==> src/rtl/ddr3_cpu_port_arbiter_pkg.sv <==
// Shared types and constants for the multi-port DDR3 CPU front end.
// The request payload is fixed by the controller's address/data widths.
package ddr3_cpu_port_arbiter_pkg;

   localparam int DQ_BITS       = 8;
   localparam int BURST_L       = 8;
   localparam int ADDR_MCTRL    = 28;
   localparam int ADDR_W        = ADDR_MCTRL;
   localparam int DATA_W        = 8 * DQ_BITS;
   localparam int DM_W          = BURST_L;
   localparam int NUM_PORTS_DEF = 4;

   localparam logic CMD_RD = 1'b0;
   localparam logic CMD_WR = 1'b1;

   typedef struct packed {
      logic              cmd;
      logic [ADDR_W-1:0] addr;
      logic [DATA_W-1:0] wr_data;
      logic [DM_W-1:0]   dm;
   } mc_req_t;

   // Port index width, never narrower than one bit.
   function automatic int idx_w(input int n);
      return (n > 1) ? $clog2(n) : 1;
   endfunction

   localparam int PORT_IDX_W = idx_w(NUM_PORTS_DEF);

endpackage

==> src/rtl/ddr3_cpu_port_arbiter_if.sv <==
// Requester-side and controller-side signals of the port arbiter.
// slave = the arbiter, master = whatever drives it (agents plus controller model).
interface ddr3_cpu_port_arbiter_if #(
   parameter int NUM_PORTS = 4
) ();
   import ddr3_cpu_port_arbiter_pkg::*;

   logic [NUM_PORTS-1:0]        i_port_valid;
   logic [NUM_PORTS-1:0]        o_port_ready;
   logic [NUM_PORTS-1:0]        i_port_cmd;
   logic [NUM_PORTS*ADDR_W-1:0] i_port_addr;
   logic [NUM_PORTS*DATA_W-1:0] i_port_wr_data;
   logic [NUM_PORTS*DM_W-1:0]   i_port_dm;
   logic [DATA_W-1:0]           o_port_rd_data;
   logic [NUM_PORTS-1:0]        o_port_rd_valid;
   logic                        o_mc_valid;
   logic                        o_mc_cmd;
   logic [ADDR_W-1:0]           o_mc_addr;
   logic [DATA_W-1:0]           o_mc_wr_data;
   logic [DM_W-1:0]             o_mc_dm;
   logic                        i_mc_data_rdy;
   logic [DATA_W-1:0]           i_mc_rd_data;
   logic                        i_mc_rd_data_valid;
   logic                        o_err_sticky;

   modport slave (
      input  i_port_valid, i_port_cmd, i_port_addr, i_port_wr_data, i_port_dm,
      input  i_mc_data_rdy, i_mc_rd_data, i_mc_rd_data_valid,
      output o_port_ready, o_port_rd_data, o_port_rd_valid,
      output o_mc_valid, o_mc_cmd, o_mc_addr, o_mc_wr_data, o_mc_dm, o_err_sticky
   );

   modport master (
      output i_port_valid, i_port_cmd, i_port_addr, i_port_wr_data, i_port_dm,
      output i_mc_data_rdy, i_mc_rd_data, i_mc_rd_data_valid,
      input  o_port_ready, o_port_rd_data, o_port_rd_valid,
      input  o_mc_valid, o_mc_cmd, o_mc_addr, o_mc_wr_data, o_mc_dm, o_err_sticky
   );

endinterface

==> src/rtl/ddr3_sync_fifo.sv <==
// Show-ahead synchronous FIFO: head is valid whenever empty is low.
// Push when full and pop when empty are ignored.
module ddr3_sync_fifo #(
   parameter int WIDTH = 8,
   parameter int DEPTH = 4
) (
   input  logic             clk,
   input  logic             rst_n,
   input  logic             push,
   input  logic [WIDTH-1:0] push_data,
   input  logic             pop,
   output logic [WIDTH-1:0] head,
   output logic             full,
   output logic             empty
);
   localparam int PTR_W = (DEPTH > 1) ? $clog2(DEPTH) : 1;
   localparam int CNT_W = PTR_W + 1;

   logic [WIDTH-1:0] mem [DEPTH];
   logic [PTR_W-1:0] wr_ptr_reg;
   logic [PTR_W-1:0] rd_ptr_reg;
   logic [CNT_W-1:0] count_reg;
   logic             do_push;
   logic             do_pop;

   assign do_push = push && !full;
   assign do_pop  = pop && !empty;
   assign full    = (count_reg == CNT_W'(DEPTH));
   assign empty   = (count_reg == '0);
   assign head    = mem[rd_ptr_reg];

   always_ff @(posedge clk) begin
      if (do_push) mem[wr_ptr_reg] <= push_data;
   end

   // Pointers wrap naturally because DEPTH is a power of two.
   always_ff @(posedge clk or negedge rst_n) begin
      if (!rst_n) begin
         wr_ptr_reg <= '0;
         rd_ptr_reg <= '0;
         count_reg  <= '0;
      end else begin
         if (do_push) wr_ptr_reg <= wr_ptr_reg + 1'b1;
         if (do_pop)  rd_ptr_reg <= rd_ptr_reg + 1'b1;
         case ({do_push, do_pop})
            2'b10:   count_reg <= count_reg + 1'b1;
            2'b01:   count_reg <= count_reg - 1'b1;
            default: count_reg <= count_reg;
         endcase
      end
   end

endmodule

==> src/rtl/ddr3_cpu_port_arbiter.sv <==
// Per-port request queues, round-robin grant into a registered command stage,
// and in-order read-data steering back to the issuing port.
module ddr3_cpu_port_arbiter
   import ddr3_cpu_port_arbiter_pkg::*;
#(
   parameter int NUM_PORTS      = 4,
   parameter int REQ_DEPTH      = 4,
   parameter int RD_OUTSTANDING = 8
) (
   input logic                    i_cpu_ck,
   input logic                    i_cpu_rst_n,
   ddr3_cpu_port_arbiter_if.slave bus
);
   localparam int IDX_W = idx_w(NUM_PORTS);
   localparam int REQ_W = $bits(mc_req_t);

   mc_req_t              head [NUM_PORTS];
   logic [NUM_PORTS-1:0] port_ready;
   logic [NUM_PORTS-1:0] req_full;
   logic [NUM_PORTS-1:0] req_empty;
   logic [NUM_PORTS-1:0] req_pop;
   logic [NUM_PORTS-1:0] eligible;
   logic                 ord_full;
   logic                 ord_empty;
   logic                 ord_push;
   logic [IDX_W-1:0]     ord_head;
   logic [IDX_W-1:0]     rr_ptr_reg;
   logic [IDX_W-1:0]     grant_idx;
   logic                 grant_found;
   logic                 load_en;
   mc_req_t              grant_req;
   logic                 mc_valid_reg;
   mc_req_t              mc_req_reg;
   logic [NUM_PORTS-1:0] rd_valid_reg;
   logic [DATA_W-1:0]    rd_data_reg;
   logic                 err_reg;

   generate
      for (genvar gi = 0; gi < NUM_PORTS; gi++) begin : g_port
         mc_req_t push_req;

         assign push_req = '{cmd:     bus.i_port_cmd[gi],
                             addr:    bus.i_port_addr[gi*ADDR_W +: ADDR_W],
                             wr_data: bus.i_port_wr_data[gi*DATA_W +: DATA_W],
                             dm:      bus.i_port_dm[gi*DM_W +: DM_W]};

         // Ready is withheld during reset so nothing is lost into a cleared queue.
         assign port_ready[gi] = !req_full[gi] && i_cpu_rst_n;
         assign eligible[gi]   = !req_empty[gi] && (head[gi].cmd == CMD_WR || !ord_full);
         assign req_pop[gi]    = load_en && (grant_idx == IDX_W'(gi));

         ddr3_sync_fifo #(.WIDTH(REQ_W), .DEPTH(REQ_DEPTH)) u_req_fifo (
            .clk       (i_cpu_ck),
            .rst_n     (i_cpu_rst_n),
            .push      (bus.i_port_valid[gi] && port_ready[gi]),
            .push_data (push_req),
            .pop       (req_pop[gi]),
            .head      (head[gi]),
            .full      (req_full[gi]),
            .empty     (req_empty[gi])
         );
      end
   endgenerate

   // First eligible port at or after the pointer, wrapping around.
   always_comb begin
      logic [IDX_W-1:0] cand_idx;
      grant_found = 1'b0;
      grant_idx   = '0;
      cand_idx    = '0;
      for (int k = 0; k < NUM_PORTS; k++) begin
         cand_idx = IDX_W'((int'(rr_ptr_reg) + k) % NUM_PORTS);
         if (!grant_found && eligible[cand_idx]) begin
            grant_found = 1'b1;
            grant_idx   = cand_idx;
         end
      end
   end

   assign grant_req = head[grant_idx];
   assign load_en   = (!mc_valid_reg || bus.i_mc_data_rdy) && grant_found;
   assign ord_push  = load_en && (grant_req.cmd == CMD_RD);

   ddr3_sync_fifo #(.WIDTH(IDX_W), .DEPTH(RD_OUTSTANDING)) u_ord_fifo (
      .clk       (i_cpu_ck),
      .rst_n     (i_cpu_rst_n),
      .push      (ord_push),
      .push_data (grant_idx),
      .pop       (bus.i_mc_rd_data_valid),
      .head      (ord_head),
      .full      (ord_full),
      .empty     (ord_empty)
   );

   always_ff @(posedge i_cpu_ck or negedge i_cpu_rst_n) begin
      if (!i_cpu_rst_n) begin
         rr_ptr_reg   <= '0;
         mc_valid_reg <= 1'b0;
         mc_req_reg   <= '0;
      end else if (load_en) begin
         rr_ptr_reg   <= (grant_idx == IDX_W'(NUM_PORTS - 1)) ? '0 : grant_idx + 1'b1;
         mc_valid_reg <= 1'b1;
         mc_req_reg   <= grant_req;
      end else if (bus.i_mc_data_rdy) begin
         mc_valid_reg <= 1'b0;
      end
   end

   // Returns with nothing outstanding are dropped and latched as an error.
   always_ff @(posedge i_cpu_ck or negedge i_cpu_rst_n) begin
      if (!i_cpu_rst_n) begin
         rd_valid_reg <= '0;
         rd_data_reg  <= '0;
         err_reg      <= 1'b0;
      end else begin
         rd_valid_reg <= '0;
         if (bus.i_mc_rd_data_valid) begin
            if (ord_empty) begin
               err_reg <= 1'b1;
            end else begin
               rd_valid_reg[ord_head] <= 1'b1;
               rd_data_reg            <= bus.i_mc_rd_data;
            end
         end
      end
   end

   assign bus.o_port_ready    = port_ready;
   assign bus.o_mc_valid      = mc_valid_reg;
   assign bus.o_mc_cmd        = mc_req_reg.cmd;
   assign bus.o_mc_addr       = mc_req_reg.addr;
   assign bus.o_mc_wr_data    = mc_req_reg.wr_data;
   assign bus.o_mc_dm         = mc_req_reg.dm;
   assign bus.o_port_rd_valid = rd_valid_reg;
   assign bus.o_port_rd_data  = rd_data_reg;
   assign bus.o_err_sticky    = err_reg;

endmodule

==> src/flat_wrapper.sv <==
// flat-port wrapper written by rule: the top's interface ports become plain ports
module ddr3_cpu_port_arbiter_flat import ddr3_cpu_port_arbiter_pkg::*;
#(
   parameter int NUM_PORTS      = 4,
   parameter int REQ_DEPTH      = 4,
   parameter int RD_OUTSTANDING = 8
)
  (i_cpu_ck, i_cpu_rst_n, bus_i_port_valid, bus_i_port_cmd, bus_i_port_addr, bus_i_port_wr_data, bus_i_port_dm, bus_i_mc_data_rdy, bus_i_mc_rd_data, bus_i_mc_rd_data_valid, bus_o_port_ready, bus_o_port_rd_data, bus_o_port_rd_valid, bus_o_mc_valid, bus_o_mc_cmd, bus_o_mc_addr, bus_o_mc_wr_data, bus_o_mc_dm, bus_o_err_sticky);
  ddr3_cpu_port_arbiter_if #(.NUM_PORTS(NUM_PORTS)) bus_i ();
  input logic i_cpu_ck;
  input logic i_cpu_rst_n;
  input wire logic [$bits(bus_i.i_port_valid)-1:0] bus_i_port_valid;
  input wire logic [$bits(bus_i.i_port_cmd)-1:0] bus_i_port_cmd;
  input wire logic [$bits(bus_i.i_port_addr)-1:0] bus_i_port_addr;
  input wire logic [$bits(bus_i.i_port_wr_data)-1:0] bus_i_port_wr_data;
  input wire logic [$bits(bus_i.i_port_dm)-1:0] bus_i_port_dm;
  input wire logic [$bits(bus_i.i_mc_data_rdy)-1:0] bus_i_mc_data_rdy;
  input wire logic [$bits(bus_i.i_mc_rd_data)-1:0] bus_i_mc_rd_data;
  input wire logic [$bits(bus_i.i_mc_rd_data_valid)-1:0] bus_i_mc_rd_data_valid;
  output wire logic [$bits(bus_i.o_port_ready)-1:0] bus_o_port_ready;
  output wire logic [$bits(bus_i.o_port_rd_data)-1:0] bus_o_port_rd_data;
  output wire logic [$bits(bus_i.o_port_rd_valid)-1:0] bus_o_port_rd_valid;
  output wire logic [$bits(bus_i.o_mc_valid)-1:0] bus_o_mc_valid;
  output wire logic [$bits(bus_i.o_mc_cmd)-1:0] bus_o_mc_cmd;
  output wire logic [$bits(bus_i.o_mc_addr)-1:0] bus_o_mc_addr;
  output wire logic [$bits(bus_i.o_mc_wr_data)-1:0] bus_o_mc_wr_data;
  output wire logic [$bits(bus_i.o_mc_dm)-1:0] bus_o_mc_dm;
  output wire logic [$bits(bus_i.o_err_sticky)-1:0] bus_o_err_sticky;
  assign bus_i.i_port_valid = bus_i_port_valid;
  assign bus_i.i_port_cmd = bus_i_port_cmd;
  assign bus_i.i_port_addr = bus_i_port_addr;
  assign bus_i.i_port_wr_data = bus_i_port_wr_data;
  assign bus_i.i_port_dm = bus_i_port_dm;
  assign bus_i.i_mc_data_rdy = bus_i_mc_data_rdy;
  assign bus_i.i_mc_rd_data = bus_i_mc_rd_data;
  assign bus_i.i_mc_rd_data_valid = bus_i_mc_rd_data_valid;
  assign bus_o_port_ready = bus_i.o_port_ready;
  assign bus_o_port_rd_data = bus_i.o_port_rd_data;
  assign bus_o_port_rd_valid = bus_i.o_port_rd_valid;
  assign bus_o_mc_valid = bus_i.o_mc_valid;
  assign bus_o_mc_cmd = bus_i.o_mc_cmd;
  assign bus_o_mc_addr = bus_i.o_mc_addr;
  assign bus_o_mc_wr_data = bus_i.o_mc_wr_data;
  assign bus_o_mc_dm = bus_i.o_mc_dm;
  assign bus_o_err_sticky = bus_i.o_err_sticky;
  ddr3_cpu_port_arbiter #(.NUM_PORTS(NUM_PORTS), .REQ_DEPTH(REQ_DEPTH), .RD_OUTSTANDING(RD_OUTSTANDING)) u_core (.i_cpu_ck(i_cpu_ck), .i_cpu_rst_n(i_cpu_rst_n), .bus(bus_i));
endmodule
==> config.mk <==
export PLATFORM = sky130hd
export DESIGN_NAME = ddr3_cpu_port_arbiter_flat
export DESIGN_NICKNAME = d
export VERILOG_FILES = /design/src/rtl/ddr3_cpu_port_arbiter_pkg.sv /design/src/rtl/ddr3_cpu_port_arbiter_if.sv /design/src/rtl/ddr3_sync_fifo.sv /design/src/rtl/ddr3_cpu_port_arbiter.sv /design/src/flat_wrapper.sv
export SDC_FILE = /design/constraint.sdc
export NUM_CORES = 2
export LEC_CHECK = 0
export ABC_AREA = 1
export CAP_MARGIN = 20
export CORE_ASPECT_RATIO = 1.25
export CORE_MARGIN = 5
export CORE_UTILIZATION = 60
export CTS_CLUSTER_SIZE = 16
export DETAILED_ROUTE_END_ITERATION = 16
export DONT_BUFFER_PORTS = 1
export GPL_ROUTABILITY_DRIVEN = 0
export PLACE_DENSITY = 0.73
export SLEW_MARGIN = 20
export SYNTH_ARGS = -nofsm -noshare
export SYNTH_HDL_FRONTEND = slang
export SYNTH_SLANG_ARGS = --single-unit
==> constraint.sdc <==
create_clock -name i_cpu_ck -period 7.29 [get_ports i_cpu_ck]
set_input_delay 1.8225 -clock i_cpu_ck [delete_from_list [all_inputs] [get_ports i_cpu_ck]]
set_output_delay 1.8225 -clock i_cpu_ck [all_outputs]
set_load 0.01 [all_outputs]
==> impl_metrics.py <==
metrics = {
    "floorplanning": {
        "start_util_pct": 60.21,
        "core-area_sq_um": 119400,
        "rows": 142,
        "die_h_microns": 397.0,
        "ios": 651,
        "die-area_sq_um": 126900,
        "die_width_microns": 319.6,
    },
    "status": {
        "status": "complete, no violations",
    },
    "timing": {
        "fin_crit_ns": 5.954,
        "hold_viol_final": 0,
        "rsz0062_at_grt": "false",
        "clock_skew_ns": 0.03920,
        "fmax_ghz": 0.1680,
        "worstMarginPinSlew_ns": 1.182,
        "setup_tns_ns": 0,
        "finalSetupViolCount": 0,
        "fin_crit_sh_pct": 81.67,
        "drv_slew": 0,
        "max-slew-margin-rel_pct": 21.17,
    },
    "grt": {
        "grt_pass1_wl_microns": 291800,
        "grt_antenna_before_repair": 7,
        "groute.usage.overall_pct": 31.05,
        "grt_pass1_vias": 43700,
        "globalRoute.totalOverflow": 0,
        "grt_max_degree": 213,
    },
    "critical_path": {
        "required_ns": 7.97,
        "critPathMaxFanout": 81,
        "worstSetupPathType": "register to register",
        "end_kind": "register",
        "ff2ff_setup_slack_ns": 1.34,
        "startpoint_type": "register",
        "arrival_ns": 6.63,
    },
    "pwr": {
        "power_density_nw_per_um2": 476.5,
        "ir_drop_uv": 424.5,
        "p_leak_nw": 27.29,
    },
    "cells_and_area": {
        "final_common_cell": "edfxtp_1",
        "num-fill-cells": 8336,
        "ff_latch_area_sq_um": 54320,
        "largest_register_ffs": 1616,
        "final_cell_mix": "edfxtp_1 (1632), nand2_1 (874), nor2_1 (833), o21ai_0 (822), o22ai_1 (404)",
        "fin_area_sq_um": 78980,
        "drive_above_1_share_pct": 6.558,
        "fin_util_pct": 66.15,
        "area_delta_synth_final_pct": 9.874,
        "multi_input_area_sq_um": 15910,
        "layout.nets": 6069,
        "largest_register": "u_core.g_port.u_req_fifo.mem",
    },
    "clock_network": {
        "cts.clk_slew.worst_paths_ns": 0.07,
        "cts_resized": 0,
        "post_cts_buffers": 0,
        "clockRootBuffer": "clkbuf_16",
        "clk_latency_ns": 0.82,
        "tritoncts": "done",
        "clockBufferDepth": 3,
        "cts-buffers-inserted": 169,
        "htreeDepth": 4,
        "cts_hold_buf": 0,
        "clock-sinks": 1843,
    },
    "placement": {
        "port_buffers": 0,
        "place_area_sq_um": 73330,
        "dpl.hpwl_microns": 128800,
    },
    "synthesis": {
        "synth.distinct_cells": 33,
        "syn-cell-area_sq_um": 71890,
        "synth_area_leader_cell": "edfxtp_1",
        "syn_avg_cell_area_sq_um": 12.66,
        "syn_inst": 5680,
        "synth_area_leaders": "edfxtp_1 (68%), dfrtp_1 (7.3%), o21ai_0 (5.7%), nand2_1 (4.6%), nor2_1 (4.4%)",
        "yosysSeqAreaShare_pct": 75.52,
        "syn_nets": 6190,
        "ys_ff_latch": 1843,
        "synth_top_cell_area_share_pct": 68.17,
        "yosysWarnings": 0,
    },
    "hold_path": {
        "min_path_type": "register to register",
    },
    "drt": {
        "vias": 46270,
        "wirelength_microns": 201700,
        "wire_per_inst_microns": 27.64,
        "viasPerCell": 6.343,
        "drt_iter0_drc": 5967,
        "remaining_drc_errors": 0,
        "postRouteAntennaNets": 0,
        "drtPass1Iterations": 5,
    },
    "job": {
        "maxCapViolCount": 0,
    },
}
cell families after synthesis:
family                   after synthesis  share of synthesized area, %
flip-flops                          1843                         75.52
AO/OA/AOI/OAI                       1244                         9.401
AND/OR/NAND/NOR                     2083                         11.56
XOR/XNOR                              27                        0.3290
buffers and inverters                449                         2.552
adder cells (fa/ha/maj)               34                        0.6440
layer usage:
metal | global-route usage (%) | share of wire (%) | routed length (microns) | up-vias
met5 | 0 | 0.018 | 37 | -
met4 | 11.04 | 4.2 | 8541 | 6
met3 | 12.57 | 14 | 28230 | 372
met2 | 46.86 | 45 | 90750 | 2748
met1 | 41.51 | 37 | 74100 | 22890
li1 | - | - | - | 20260
layout make-up:
| cell class | instances | area share, % |
|---|---|---|
| repair buffers | 78 | 0.9948 |
| flip-flops and latches | 1843 | 68.77 |
| multi-input cells | 3388 | 20.15 |
| clock buffers | 216 | 5.695 |
| inverters | 79 | 0.4182 |
| diodes | 8 | 0.02535 |
| well taps | 1584 | 2.509 |
| clock inverters | 99 | 1.440 |
cell usage after synthesis:
master,instances
buf_4,19
and2_1,1
o22ai_1,404
o21a_1,1
o21ai_4,1
inv_1,71
a21oi_1,8
nand3_1,348
nor2_1,850
inv_2,8
nor3_1,1
nor3_4,1
nand3_4,1
edfxtp_1,1632
o21ai_0,822
clkbuf_1,279
buf_6,2
o31ai_1,1
xor2_1,21
a31oi_1,4
xnor2_1,6
buf_1,20
nand2_1,874
dfrtp_1,211
a21o_1,1
o21ai_1,1
nand4_2,1
a211oi_1,1
nand4_1,4
buf_2,50
ha_1,29
nand2_2,2
fa_1,5
stage by stage:
stage | worst slack [ns] | instances | hold WS (ns) | total power [mW]
floorplan | 0.08735 | 5680 | 0.4465 | 23.21
global placement | 1.406 | 6972 | 0.4626 | 28.25
detailed placement | 1.387 | 6972 | 0.4674 | 28.52
CTS | 1.365 | 7287 | 0.4793 | 37.45
global route | 0.8739 | 7292 | 0.5052 | 39.43
finish | 1.336 | 7295 | 0.4853 | 37.64
critical path, cell delays in order, from the launching register on:
cell and delay [ns]:
dfrtp_4 0.86, buf_4 0.73, nand2_1 0.12, nand3_1 0.12, nand2_1 0.14, nand2_1 0.11
nand3_1 0.11, nand3_1 0.11, nand2_2 0.09, nand2_1 0.09, nand2_1 0.05, nand2_1 0.16
nand3_4 0.67, inv_8 0.80, ha_1 0.30, nand3_1 0.15, inv_1 0.11, ha_1 0.14
inv_1 0.07, fa_1 0.39, a21oi_1 0.15, o21ai_0 0.12, xor2_1 0.16
power breakdown:
part | switching (mW) | internal [mW]
clock network | 3.86 | 5.11
registers | 1.33 | 13.2
logic | 10.6 | 3.54
worst paths after layout:
kind                                                      startpoint                                        to  cells past startpoint
max                        u_core.g_port[0].u_req_fifo.rd_ptr_reg[0]  u_core.g_port[3].u_req_fifo.count_reg[2]                     22
min                         u_core.g_port[2].u_req_fifo.count_reg[0]  u_core.g_port[2].u_req_fifo.count_reg[0]                      1
max reg2reg                u_core.g_port[0].u_req_fifo.rd_ptr_reg[0]  u_core.g_port[3].u_req_fifo.count_reg[2]                     22
min reg2reg                 u_core.g_port[2].u_req_fifo.count_reg[0]  u_core.g_port[2].u_req_fifo.count_reg[0]                      1
max in group asynchronous                                i_cpu_rst_n                u_core.bus.o_mc_wr_data[3]                      0
min in group asynchronous                                i_cpu_rst_n             u_core.bus.o_port_rd_data[20]                      0
Note: power is estimated with default switching activity, not from simulation.
